$ cat src/rtl/cop_irq_timer_if.sv
// Signal bundle between the coprocessor-0 timer/interrupt front end and the
// pipeline control stage (mtc0 writes, STATUS gating, irq request/ack).
interface cop_irq_if;
    logic [4:0]  hw_irq;
    logic [1:0]  sw_ip;
    logic [7:0]  status_im;
    logic        status_ie;
    logic        status_exl;
    logic        status_erl;
    logic        count_wr;
    logic        compare_wr;
    logic [31:0] wr_data;
    logic [31:0] count_out;
    logic [31:0] compare_out;
    logic [7:0]  ip_out;
    logic        irq_req;
    logic [2:0]  irq_line;
    logic        irq_ack;

    modport master (
        output hw_irq, sw_ip, status_im, status_ie, status_exl, status_erl,
               count_wr, compare_wr, wr_data, irq_ack,
        input  count_out, compare_out, ip_out, irq_req, irq_line
    );

    modport slave (
        input  hw_irq, sw_ip, status_im, status_ie, status_exl, status_erl,
               count_wr, compare_wr, wr_data, irq_ack,
        output count_out, compare_out, ip_out, irq_req, irq_line
    );
endinterface

$ cat src/rtl/cop_irq_timer.sv
// COP0 COUNT/COMPARE timer, external irq synchroniser and STATUS-gated
// request/ack interrupt front end for the pipeline control stage.
//
// state    | meaning
// IDLE     | no request outstanding; watching pend & enable
// REQ      | irq_req high, irq_line frozen, waiting for ack or withdraw
// WAIT_EXL | ack taken; hold off until EXL/ERL shows handler entry
module cop_irq_timer #(
    parameter int COUNT_DIV   = 2,
    parameter int SYNC_STAGES = 2
) (
    input logic     clk,
    input logic     rst,
    cop_irq_if.slave bus
);
    localparam int PW = (COUNT_DIV > 1) ? $clog2(COUNT_DIV) : 1;

    typedef enum logic [1:0] {
        IDLE     = 2'd0,
        REQ      = 2'd1,
        WAIT_EXL = 2'd2
    } state_t;

    state_t                      state_q, state_d;
    logic [PW-1:0]               presc_q, presc_d;
    logic [31:0]                 count_q, count_d;
    logic [31:0]                 compare_q, compare_d;
    logic                        ti_q, ti_d;
    logic [SYNC_STAGES-1:0][4:0] sync_q, sync_d;
    logic [7:0]                  ip_q, ip_d;
    logic                        irq_req_q, irq_req_d;
    logic [2:0]                  irq_line_q, irq_line_d;

    logic        presc_wrap;
    logic [31:0] count_inc;
    logic [7:0]  pend;
    logic        enable;
    logic        take;
    logic [2:0]  pend_idx;

    always_comb begin
        presc_wrap = (presc_q == PW'(COUNT_DIV - 1));
        count_inc  = count_q + 32'd1;
        presc_d    = presc_wrap ? '0 : presc_q + PW'(1);
        count_d    = count_q;
        compare_d  = compare_q;
        ti_d       = ti_q;
        // A software load replaces the tick entirely, so it can never match.
        if (bus.count_wr) begin
            count_d = bus.wr_data;
            presc_d = '0;
        end else if (presc_wrap) begin
            count_d = count_inc;
            if (count_inc == compare_q) begin
                ti_d = 1'b1;
            end
        end
        if (bus.compare_wr) begin
            compare_d = bus.wr_data;
            ti_d      = 1'b0;
        end
    end

    always_comb begin
        sync_d[0] = bus.hw_irq;
        for (int i = 1; i < SYNC_STAGES; i++) begin
            sync_d[i] = sync_q[i-1];
        end
        // ti_d is used so the timer bit appears on the same edge COUNT hits COMPARE.
        ip_d = {ti_d, sync_q[SYNC_STAGES-1], bus.sw_ip};
    end

    always_comb begin
        pend     = ip_q & bus.status_im;
        enable   = bus.status_ie & ~bus.status_exl & ~bus.status_erl;
        take     = (|pend) & enable;
        pend_idx = 3'd0;
        for (int i = 0; i < 8; i++) begin
            if (pend[i]) begin
                pend_idx = 3'(i);
            end
        end
    end

    always_comb begin
        state_d    = state_q;
        irq_req_d  = 1'b0;
        irq_line_d = irq_line_q;
        case (state_q)
            IDLE: begin
                if (take) begin
                    state_d    = REQ;
                    irq_req_d  = 1'b1;
                    irq_line_d = pend_idx;
                end
            end
            REQ: begin
                irq_req_d = 1'b1;
                if (bus.irq_ack) begin
                    state_d   = WAIT_EXL;
                    irq_req_d = 1'b0;
                end else if (!take) begin
                    state_d   = IDLE;
                    irq_req_d = 1'b0;
                end
            end
            WAIT_EXL: begin
                if (bus.status_exl || bus.status_erl) begin
                    state_d = IDLE;
                end
            end
            default: begin
                state_d = IDLE;
            end
        endcase
    end

    always_ff @(posedge clk) begin
        if (rst) begin
            state_q    <= IDLE;
            presc_q    <= '0;
            count_q    <= '0;
            compare_q  <= '0;
            ti_q       <= 1'b0;
            sync_q     <= '0;
            ip_q       <= '0;
            irq_req_q  <= 1'b0;
            irq_line_q <= '0;
        end else begin
            state_q    <= state_d;
            presc_q    <= presc_d;
            count_q    <= count_d;
            compare_q  <= compare_d;
            ti_q       <= ti_d;
            sync_q     <= sync_d;
            ip_q       <= ip_d;
            irq_req_q  <= irq_req_d;
            irq_line_q <= irq_line_d;
        end
    end

    assign bus.count_out   = count_q;
    assign bus.compare_out = compare_q;
    assign bus.ip_out      = ip_q;
    assign bus.irq_req     = irq_req_q;
    assign bus.irq_line    = irq_line_q;
endmodule

$ cat src/flat_wrapper.sv
// flat-port wrapper written by rule: the top's interface ports become plain ports
module cop_irq_timer_flat 
#(
    parameter int COUNT_DIV   = 2,
    parameter int SYNC_STAGES = 2
)
  (clk, rst, bus_hw_irq, bus_sw_ip, bus_status_im, bus_status_ie, bus_status_exl, bus_status_erl, bus_count_wr, bus_compare_wr, bus_wr_data, bus_irq_ack, bus_count_out, bus_compare_out, bus_ip_out, bus_irq_req, bus_irq_line);
  cop_irq_if bus_i ();
  input logic clk;
  input logic rst;
  input wire logic [$bits(bus_i.hw_irq)-1:0] bus_hw_irq;
  input wire logic [$bits(bus_i.sw_ip)-1:0] bus_sw_ip;
  input wire logic [$bits(bus_i.status_im)-1:0] bus_status_im;
  input wire logic [$bits(bus_i.status_ie)-1:0] bus_status_ie;
  input wire logic [$bits(bus_i.status_exl)-1:0] bus_status_exl;
  input wire logic [$bits(bus_i.status_erl)-1:0] bus_status_erl;
  input wire logic [$bits(bus_i.count_wr)-1:0] bus_count_wr;
  input wire logic [$bits(bus_i.compare_wr)-1:0] bus_compare_wr;
  input wire logic [$bits(bus_i.wr_data)-1:0] bus_wr_data;
  input wire logic [$bits(bus_i.irq_ack)-1:0] bus_irq_ack;
  output wire logic [$bits(bus_i.count_out)-1:0] bus_count_out;
  output wire logic [$bits(bus_i.compare_out)-1:0] bus_compare_out;
  output wire logic [$bits(bus_i.ip_out)-1:0] bus_ip_out;
  output wire logic [$bits(bus_i.irq_req)-1:0] bus_irq_req;
  output wire logic [$bits(bus_i.irq_line)-1:0] bus_irq_line;
  assign bus_i.hw_irq = bus_hw_irq;
  assign bus_i.sw_ip = bus_sw_ip;
  assign bus_i.status_im = bus_status_im;
  assign bus_i.status_ie = bus_status_ie;
  assign bus_i.status_exl = bus_status_exl;
  assign bus_i.status_erl = bus_status_erl;
  assign bus_i.count_wr = bus_count_wr;
  assign bus_i.compare_wr = bus_compare_wr;
  assign bus_i.wr_data = bus_wr_data;
  assign bus_i.irq_ack = bus_irq_ack;
  assign bus_count_out = bus_i.count_out;
  assign bus_compare_out = bus_i.compare_out;
  assign bus_ip_out = bus_i.ip_out;
  assign bus_irq_req = bus_i.irq_req;
  assign bus_irq_line = bus_i.irq_line;
  cop_irq_timer #(.COUNT_DIV(COUNT_DIV), .SYNC_STAGES(SYNC_STAGES)) u_core (.clk(clk), .rst(rst), .bus(bus_i));
endmodule
$ cat config.mk
export PLATFORM = sky130hd
export DESIGN_NAME = cop_irq_timer_flat
export DESIGN_NICKNAME = d
export VERILOG_FILES = /design/src/rtl/cop_irq_timer_if.sv /design/src/rtl/cop_irq_timer.sv /design/src/flat_wrapper.sv
export SDC_FILE = /design/constraint.sdc
export NUM_CORES = 1
export LEC_CHECK = 0
export ABC_AREA = 1
export CAP_MARGIN = 20
export CORE_ASPECT_RATIO = 0.7
export CORE_MARGIN = 2
export CORE_UTILIZATION = 38
export DETAILED_ROUTE_END_ITERATION = 16
export PLACE_DENSITY = 0.69
export SYNTH_ARGS = -nofsm -noshare
export SYNTH_HDL_FRONTEND = slang
export SYNTH_SLANG_ARGS = --single-unit
export TNS_END_PERCENT = 1
$ cat constraint.sdc
create_clock -name clk -period 2.08 [get_ports clk]
set_input_delay 0.312 -clock clk [delete_from_list [all_inputs] [get_ports clk]]
set_output_delay 0.312 -clock clk [all_outputs]
set_load 0.05 [all_outputs]
==> run summary, run 1 <==
The flow ran to the end, but the final reports show violations. The checks that failed: design-rule violations. Clock skew on the completed layout was measured at 6.80 ps.

Traced cell by cell, the critical path runs through buf_4 > clkdlybuf4s50_1. For the post-route worst setup slack, the log shows 51.6 ps. For the total global routing track utilization, the log shows 23.4%. The tools report the number of synthesis warnings as 0. TritonCTS buffer count: 9. In the final layout, the multi-input gates occupy 0.00283 mm^2. The first global-routing pass estimated 26000 um of wire. Count of input and output buffers: 130. Synthesis inferred 89 register bits. In this run the critical register-to-register path is launched from u_core.bus.count_out[0]$_SDFFE_PP0P_. The longest individual stage delay on the worst path works out to 800 ps. For hold timing, the worst endpoint is u_core.ip_d[4]$_SDFF_PP0_. The worst register-to-register path has a depth of 15. The H-tree depth is 3. TritonCTS built the clock tree. Summed over all nets, the half-perimeter wirelength after detailed placement is 12200 um. Count of endpoints failing setup in the final report: 0.

For the worst setup path, the data required time is 1770 ps. Clock latency on the worst-skew pair, taken at its later pin, is 350 ps. The logs give 0.0139 mm^2 for the die outline area and 0.493 GHz for the highest achievable clock rate. The number of nets in the synthesized netlist is 835. Post-route standard cell area excluding fillers: 0.00716 mm^2.

The highest-delay cell along the critical path was sky130_fd_sc_hd__clkdlybuf4s50_1. The effective utilization at floorplan is 39.3%. The worst path needs 2030 ps of the cycle, external delays included.

0 antenna diodes ended up in the layout. The cell type with the largest total area after synthesis was sky130_fd_sc_hd__dfxtp_1. The critical register-to-register path endpoint is u_core.ti_q$_SDFFE_PP0P_. The total number of clock tree sinks is 89, and the synthesis-to-finish area growth is 45.2%. IR analysis of the VDD net gives a maximum drop of 0.000386 V.

Along the worst path, the maximum fanout reaches 4. OpenSTA, run right after detailed placement, puts the worst setup slack at 55.3 ps. Yosys attributes the largest share of cell area to sky130_fd_sc_hd__dfxtp_1 (36%), sky130_fd_sc_hd__nand2_1 (20%), sky130_fd_sc_hd__nor2_1 (7.8%).

In this run the mean area of a mapped cell was 6.33 um^2. For the distinct cell type count after synthesis, the log shows 33. Setup repair after global routing could not meet its margin everywhere.

Entering global routing, the biggest net connects 38 pins. The hold-critical path depth works out to 2. The clock root buffer master was sky130_fd_sc_hd__clkbuf_16. Combinational logic burns 23.8% of the power. Summing every instance area after synthesis gives 0.00493 mm^2. For the portion of total power attributed to sequential cells, the log shows 40.4%. The post-route netlist has 13.0% of its cells at a drive strength greater than 1.

Clock-pin slew was measured on the worst setup and hold paths at 80 ps. Cell internal power was estimated by the tool at 3.10 mW. The violation count after the first detailed-route iteration is 439, and the cts-stage hold buffer count is 0. At the pin with the least slew margin, the transition time is 542 ps. The net switching power came out at 1.58 mW.

The floorplan step set the die width to 140 um. The leading cell type in the layout, fill and taps excluded was sky130_fd_sc_hd__nand2_1. The share of Yosys cell area claimed by the top area cell type was 36.1%.

For the sequential element share of the synthesized area, the log shows 36.1%. Measured on the finished design, the core utilization comes to 57.0%. Net switching is 33.8% of the power. The number of antenna violations at the first check in global routing was 0.

The critical path contains buffers and inverters numbering 2 combined. In the synthesized netlist, the number of instances is 779. STA classifies the critical path startpoint as a flip-flop. For this run, design rule violations remaining after detail routing come to 7. The tools report the site row count as 34. The path type of the worst setup path is flip-flop to output pin. The tools report the final layout net count as 999.

Power spread over the standard cell area amounts to 654 mW/mm^2. The tools report the critical path capture point type as an output pin. The clock network burns 35.8% of the power.

The final-layout fill cell count is 1213, and the height of the chip is 99.3 um. At the end of routability-driven placement, the weighted congestion stood at 0.929. In the layout the commonest cells are sky130_fd_sc_hd__nand2_1 (254), sky130_fd_sc_hd__clkdlybuf4s50_1 (124), sky130_fd_sc_hd__inv_1 (87), sky130_fd_sc_hd__nor2_1 (86), sky130_fd_sc_hd__dfxtp_1 (83). The max-capacitance violation count is 0, and the number of ports placed on the die boundary is 131. In this run the static leakage power is 3.06 nW.

After detailed routing, the total wire length is 16200 um. The total area inside the core boundary comes to 0.0125 mm^2. The kind of cell with the highest combined delay on the critical path was buffers and inverters. The tools report the standard cell area after detailed placement as 0.00669 mm^2.

The average vias per placed instance was 4.96; the number of endpoints with negative hold slack in the final report was 0. The number of pins with negative max-slew slack in the final report was 0. In the final routed layout, each cell accounts on average for 14.6 um.

The tools report the count of antenna-violating nets left after detailed routing as 0. The routed layout has 5506 vias. The tools report the area occupied by registers as 0.00179 mm^2.

The worst min-delay path startpoint is rst. The worst-case clock buffer depth is 2. The ratio of final minimum period to clock period is 97.5%.

For the number of global-route vias before repair, the log shows 5057. In this run the tightest slew margin relative to its limit is 63.8%. At the worst endpoint, the arrival time is 1720 ps.

The path class of the tightest hold or removal check is input pin to flip-flop. The pre-antenna-repair detailed-routing pass consisted of 11 iterations. Across all register-to-register paths, the minimum setup slack is 90 ps. For this run the aggregate overflow at the end of global routing stands at 0.
==> worst max path at each step <==
stage | start | to | cells after the start
global route | u_core.bus.count_out[6]$_SDFFE_PP0P_ | u_core.ti_q$_SDFFE_PP0P_ | 14
finish | u_core.bus.count_out[26]$_SDFFE_PP0P_ | bus_count_out[26] | 2
detailed placement | u_core.bus.count_out[0]$_SDFFE_PP0P_ | u_core.ti_q$_SDFFE_PP0P_ | 13
floorplan | u_core.bus.count_out[5]$_SDFFE_PP0P_ | u_core.ti_q$_SDFFE_PP0P_ | 14
CTS | u_core.bus.count_out[27]$_SDFFE_PP0P_ | bus_count_out[27] | 2
global placement | u_core.bus.count_out[1]$_SDFFE_PP0P_ | u_core.ti_q$_SDFFE_PP0P_ | 13
==> power groups by stage <==
stage               Combinational, mW  Clock [mW]  Sequential (mW)
detailed placement               1.10           0             1.92
CTS                              1.10        1.71             1.88
global route                     1.20        1.78             1.90
floorplan                       0.338           0             2.22
finish                           1.11        1.68             1.89
global placement                 1.09           0             1.92
==> synth_stat cells, drive strengths merged <==
cell type and count:
a21oi 25, nor2 112, inv 87, nor3 1
nand4 2, buf 3, clkbuf 24, a211oi 2
clkinv 1, ha 1, xnor2 3, o21bai 4
xor3 2, nand2 269, a22oi 1, nand3b 10
o21ai 41, nand3 63, dfxtp 89, xnor3 2
xor2 4, a31oi 32, and2 1
==> state kept, by name, summed over array words and instances, names as in the netlist <==
name	count
u_core.sync_d	5
u_core.bus.ip_out	7
u_core.presc_q	1
u_core.bus.irq_line	3
u_core.ip_d	5
u_core.bus.irq_req	1
u_core.state_q	2
u_core.ti_q	1
u_core.bus.compare_out	32
u_core.bus.count_out	32
==> repair_timing <==
action / 4_1_cts / 5_1_grt
buffers inserted: 0 / 5
hold endpoints to repair: 0 / 0
gates resized for setup: 0 / 39
setup endpoints to repair: 0 / 3
==> per-layer routing <==
layer,wire [um],track usage (%)
met2,6580,34.5
met5,0,0
met4,217,6.60
met3,1210,5.83
met1,8150,33.8
==> metrics by stage <==
step / std cells / power (mW) / hold slack [ps] / setup TNS [ps]
3_5_place_dp: 1089 / 3.02 / 392 / 0
6_report: 1110 / 4.68 / 300 / 0
5_1_grt: 1110 / 4.88 / 311 / -42.8
3_3_place_gp: 1089 / 3.02 / 389 / 0
2_1_floorplan: 779 / 2.56 / 388 / 0
4_1_cts: 1105 / 4.69 / 302 / 0
==> cell type report <==
class,instances,area share (%)
Clock buffer,9,3.15
Clock inverter,7,1.21
Inverter,88,4.61
Multi-Input combinational cell,575,39.5
Sequential cell,89,25.1
Tap cell,162,2.83
Timing Repair Buffer,180,23.7
==> cell families after synthesis <==
| group | share of synthesized area (%) |
|---|---|
| buffers and inverters | 8.83 |
| AOI/OAI and AO/OA | 11.9 |
| DFF | 36.1 |
| and+or+nand+nor | 39.6 |
| adders and majority gates | 0.254 |
| xor gates and xnor gates | 3.27 |
Power figures use the tool's default switching activity.
==> inputs of run 2 (changes only) <==
--- a/config.mk
+++ b/config.mk
@@ -6,12 +6,11 @@
 export NUM_CORES = 1
 export LEC_CHECK = 0
 export ABC_AREA = 1
-export CAP_MARGIN = 20
 export CORE_ASPECT_RATIO = 0.7
 export CORE_MARGIN = 2
-export CORE_UTILIZATION = 38
+export CORE_UTILIZATION = 40
 export DETAILED_ROUTE_END_ITERATION = 16
-export PLACE_DENSITY = 0.69
+export PLACE_DENSITY = 0.72
 export SYNTH_ARGS = -nofsm -noshare
 export SYNTH_HDL_FRONTEND = slang
 export SYNTH_SLANG_ARGS = --single-unit
==> run 2 against run 1 <==
The flow now finishes without violations. Core utilization rose by 2.4 points. Routed wire length fell by 3.0%. Cell count fell by 1.3%. Highest routed layer unchanged. Power fell by 1.7%. Combinational power barely moved. Die area fell by 4.8%. Largest cell class unchanged.
==> run summary, run 2 (synthesized netlist as in run 1, its figures left out) <==
The worst setup path is launched from a flip-flop. The standard cell area after detailed placement is 0.00661 mm^2, and the data required time at the worst endpoint is 1770 ps. In this run the clock root is driven by a sky130_fd_sc_hd__clkbuf_16. Together, buffers and inverters on the worst path number 2. For the cts-stage hold buffer count, the log shows 0.

The number of diodes added for antenna fixing was 0; the height of the chip was 96.9 um. Traced cell by cell, the critical path runs through buf_4 > clkdlybuf4s50_1. The H-tree depth was 3. Setup repair after global routing could not meet its margin everywhere.

For the worst-skew pair, the clock arrives at the later sink with an insertion delay of 350 ps. Measured against its own limit, the worst slew margin works out to 59.9%. The run gives 0 as the number of antenna violations at the first check in global routing.

In this run, the number of DRC markers left after iteration 0 of detailed routing was 535. The congestion estimate from routability-driven global placement came to 0.977. Summing over every cut layer, the via total after detailed routing is 5464. For the pin with the worst max-slew slack, the measured transition is 602 ps. The analysis attributes to cell leakage a power of 2.98 nW. The smallest clock period supported by the final layout is computed as 2040 ps. After routing the design area is 0.00704 mm^2.

The run gives 0 as the number of endpoints with negative hold slack in the final report. In the layout the commonest cells are sky130_fd_sc_hd__nand2_1 (255), sky130_fd_sc_hd__clkdlybuf4s50_1 (127), sky130_fd_sc_hd__nor2_1 (93), sky130_fd_sc_hd__inv_1 (87), sky130_fd_sc_hd__dfxtp_1 (79). The path type of the worst setup path is flip-flop to output pin. Number of pins with negative max-slew slack in the final report: 0.

The run gives 15700 um as the total wire length after detailed routing. For the wire length of the first global-routing pass, the log shows 25200 um. The max-capacitance violation count came out at 0. The post-DP HPWL was 11600 um. The clock drives 89 sinks. Buffers placed on the I/O ports in this run total 130. For this run, design rule violations remaining after detail routing come to 0.

In this run the worst path has a maximum fanout of 5. The final layout net count was 990. The run gives 5007 as the number of global-route vias before repair. 131 I/O pins were placed. The count of antenna-violating nets left after detailed routing came out at 0. Critical path capture point type: an output pin.

The library cell used most frequently in the layout, excluding fill and tap cells, is sky130_fd_sc_hd__nand2_1. Total global routing track utilization: 23.8%. After layout, the worst path uses 98.0% of the clock period.

The largest single stage delay on the critical path is 810 ps. The site row count was 33; the worst-case clock buffer depth was 2. The areal power density over the cells works out to 653 mW/mm^2. Kind of cell with the highest combined delay on the critical path: buffers and inverters. Fraction of final layout cells with drive strength greater than 1: 11.6%.

The slowest stage of the critical path belongs to the cell sky130_fd_sc_hd__clkdlybuf4s50_1. The run gives 0 as the count of endpoints failing setup in the final report. The run gives 0.000450 V as the worst IR drop on VDD. Counting the buffers created by CTS gives 9. The total overflow left after global routing is 0.

The width of the chip is 137 um. Entering global routing, the biggest net connects 52 pins. Measured on the finished design, the core utilization comes to 59.4%. The core area was 0.0119 mm^2; the highest achievable clock rate was 0.491 GHz.

Dividing the detail-routed wire length by the instance count gives 14.3 um. The class of the worst hold path is flip-flop to flip-flop. CTS clock-pin slew for the worst setup and hold paths: 70 ps.

The data arrival time of the critical path is 1730 ps, and the effective utilization at floorplan is 41.6%. The average vias per placed instance is 4.99, and the detailed-routing iteration count for the pre-antenna-repair pass is 5. From synthesis to final layout, the design area changed by 42.8%. On the final layout, the worst clock skew is 6.17 ps. The die covers 0.0132 mm^2.

TritonCTS built the clock tree. The run finished with clean final reports.
-- run 2: cell count changes in the layout (fill, tap and decap cells not counted), sizes merged --
cell | before | now
clkinv | 4 | 1
dlymetal6s2s | 2 | 0
inv | 91 | 93
buf | 54 | 44
clkinvlp | 0 | 1
clkdlybuf4s50 | 124 | 127
-- run 2: what timing repair did --
| item | 4_1_cts | 5_1_grt |
|---|---|---|
| setup buffers | 0 | 4 |
| setup endpoints to repair | 0 | 1 |
| gates resized for setup | 0 | 34 |
-- run 2: final timing paths --
path         cells past startpoint  slack, ps                         to                                  start
max                              2         40          bus_count_out[14]  u_core.bus.count_out[14]$_SDFFE_PP0P_
min                              2        400  u_core.ip_d[6]$_SDFF_PP0_            u_core.sync_d[9]$_SDFF_PP0_
max reg2reg                     15        140   u_core.ti_q$_SDFFE_PP0P_  u_core.bus.count_out[14]$_SDFFE_PP0P_
min reg2reg                      2        400  u_core.ip_d[6]$_SDFF_PP0_            u_core.sync_d[9]$_SDFF_PP0_
-- run 2: worst register-to-register path, stage by stage, from the launching register on --
cell and delay (ps):
sky130_fd_sc_hd__dfxtp_1 390, sky130_fd_sc_hd__buf_4 190, sky130_fd_sc_hd__nand2_1 90, sky130_fd_sc_hd__nor2_1 160
sky130_fd_sc_hd__nand2_1 100, sky130_fd_sc_hd__nor2_1 180, sky130_fd_sc_hd__nand2_1 70, sky130_fd_sc_hd__nand2_1 100
sky130_fd_sc_hd__nand2_1 60, sky130_fd_sc_hd__nand2_1 60, sky130_fd_sc_hd__nand2_1 50, sky130_fd_sc_hd__nor2_1 80
sky130_fd_sc_hd__nand2_1 60, sky130_fd_sc_hd__nor2_2 110, sky130_fd_sc_hd__nand3_1 80, sky130_fd_sc_hd__a21oi_1 110
-- run 2: power breakdown --
part	internal, mW	switching [mW]
clock network	0.845	0.770
logic	0.420	0.665
registers	1.80	0.0960
total	3.07	1.53
-- run 2: cell type report --
| class | instances | area [um^2] |
|---|---|---|
| clock inverter | 7 | 65.1 |
| sequential | 89 | 1800 |
| timing repair buffer | 171 | 1610 |
| inverter | 88 | 330 |
| clock buffer | 9 | 225 |
| multi-input combinational | 575 | 2810 |
| fill | 1139 | 4810 |
| tap | 157 | 196 |
-- run 2: metal layers --
layer / vias up / wire length (um) / global-route usage [%]
li1: 2797 / - / -
met1: 2445 / 7780 / 36.0
met2: 215 / 6540 / 36.0
met3: 7 / 1280 / 3.83
met4: 0 / 81 / 4.01
met5: - / 0 / 0
-- run 2: metrics by stage --
stage | hold WS, ps | TNS (ps) | power (mW) | setup WS (ps) | std cells
final | 403 | 0 | 4.60 | 42.3 | 1096
after CTS | 405 | 0 | 4.60 | 38.6 | 1092
after detailed placement | 394 | 0 | 3.00 | 54.0 | 1076
after global routing | 424 | -36.9 | 4.77 | -31.6 | 1096
after global placement | 389 | 0 | 3.00 | 148 | 1076
after floorplan | 388 | 0 | 2.56 | 10.3 | 779
==> inputs of run 3 (changes only) <==
--- a/config.mk
+++ b/config.mk
@@ -10,6 +10,7 @@
 export CORE_MARGIN = 2
 export CORE_UTILIZATION = 40
 export DETAILED_ROUTE_END_ITERATION = 16
+export HOLD_SLACK_MARGIN = 0.12
 export PLACE_DENSITY = 0.72
 export SYNTH_ARGS = -nofsm -noshare
 export SYNTH_HDL_FRONTEND = slang
==> results of run 3 <==
Final layout, timing and power as in run 2 (identical DEF).
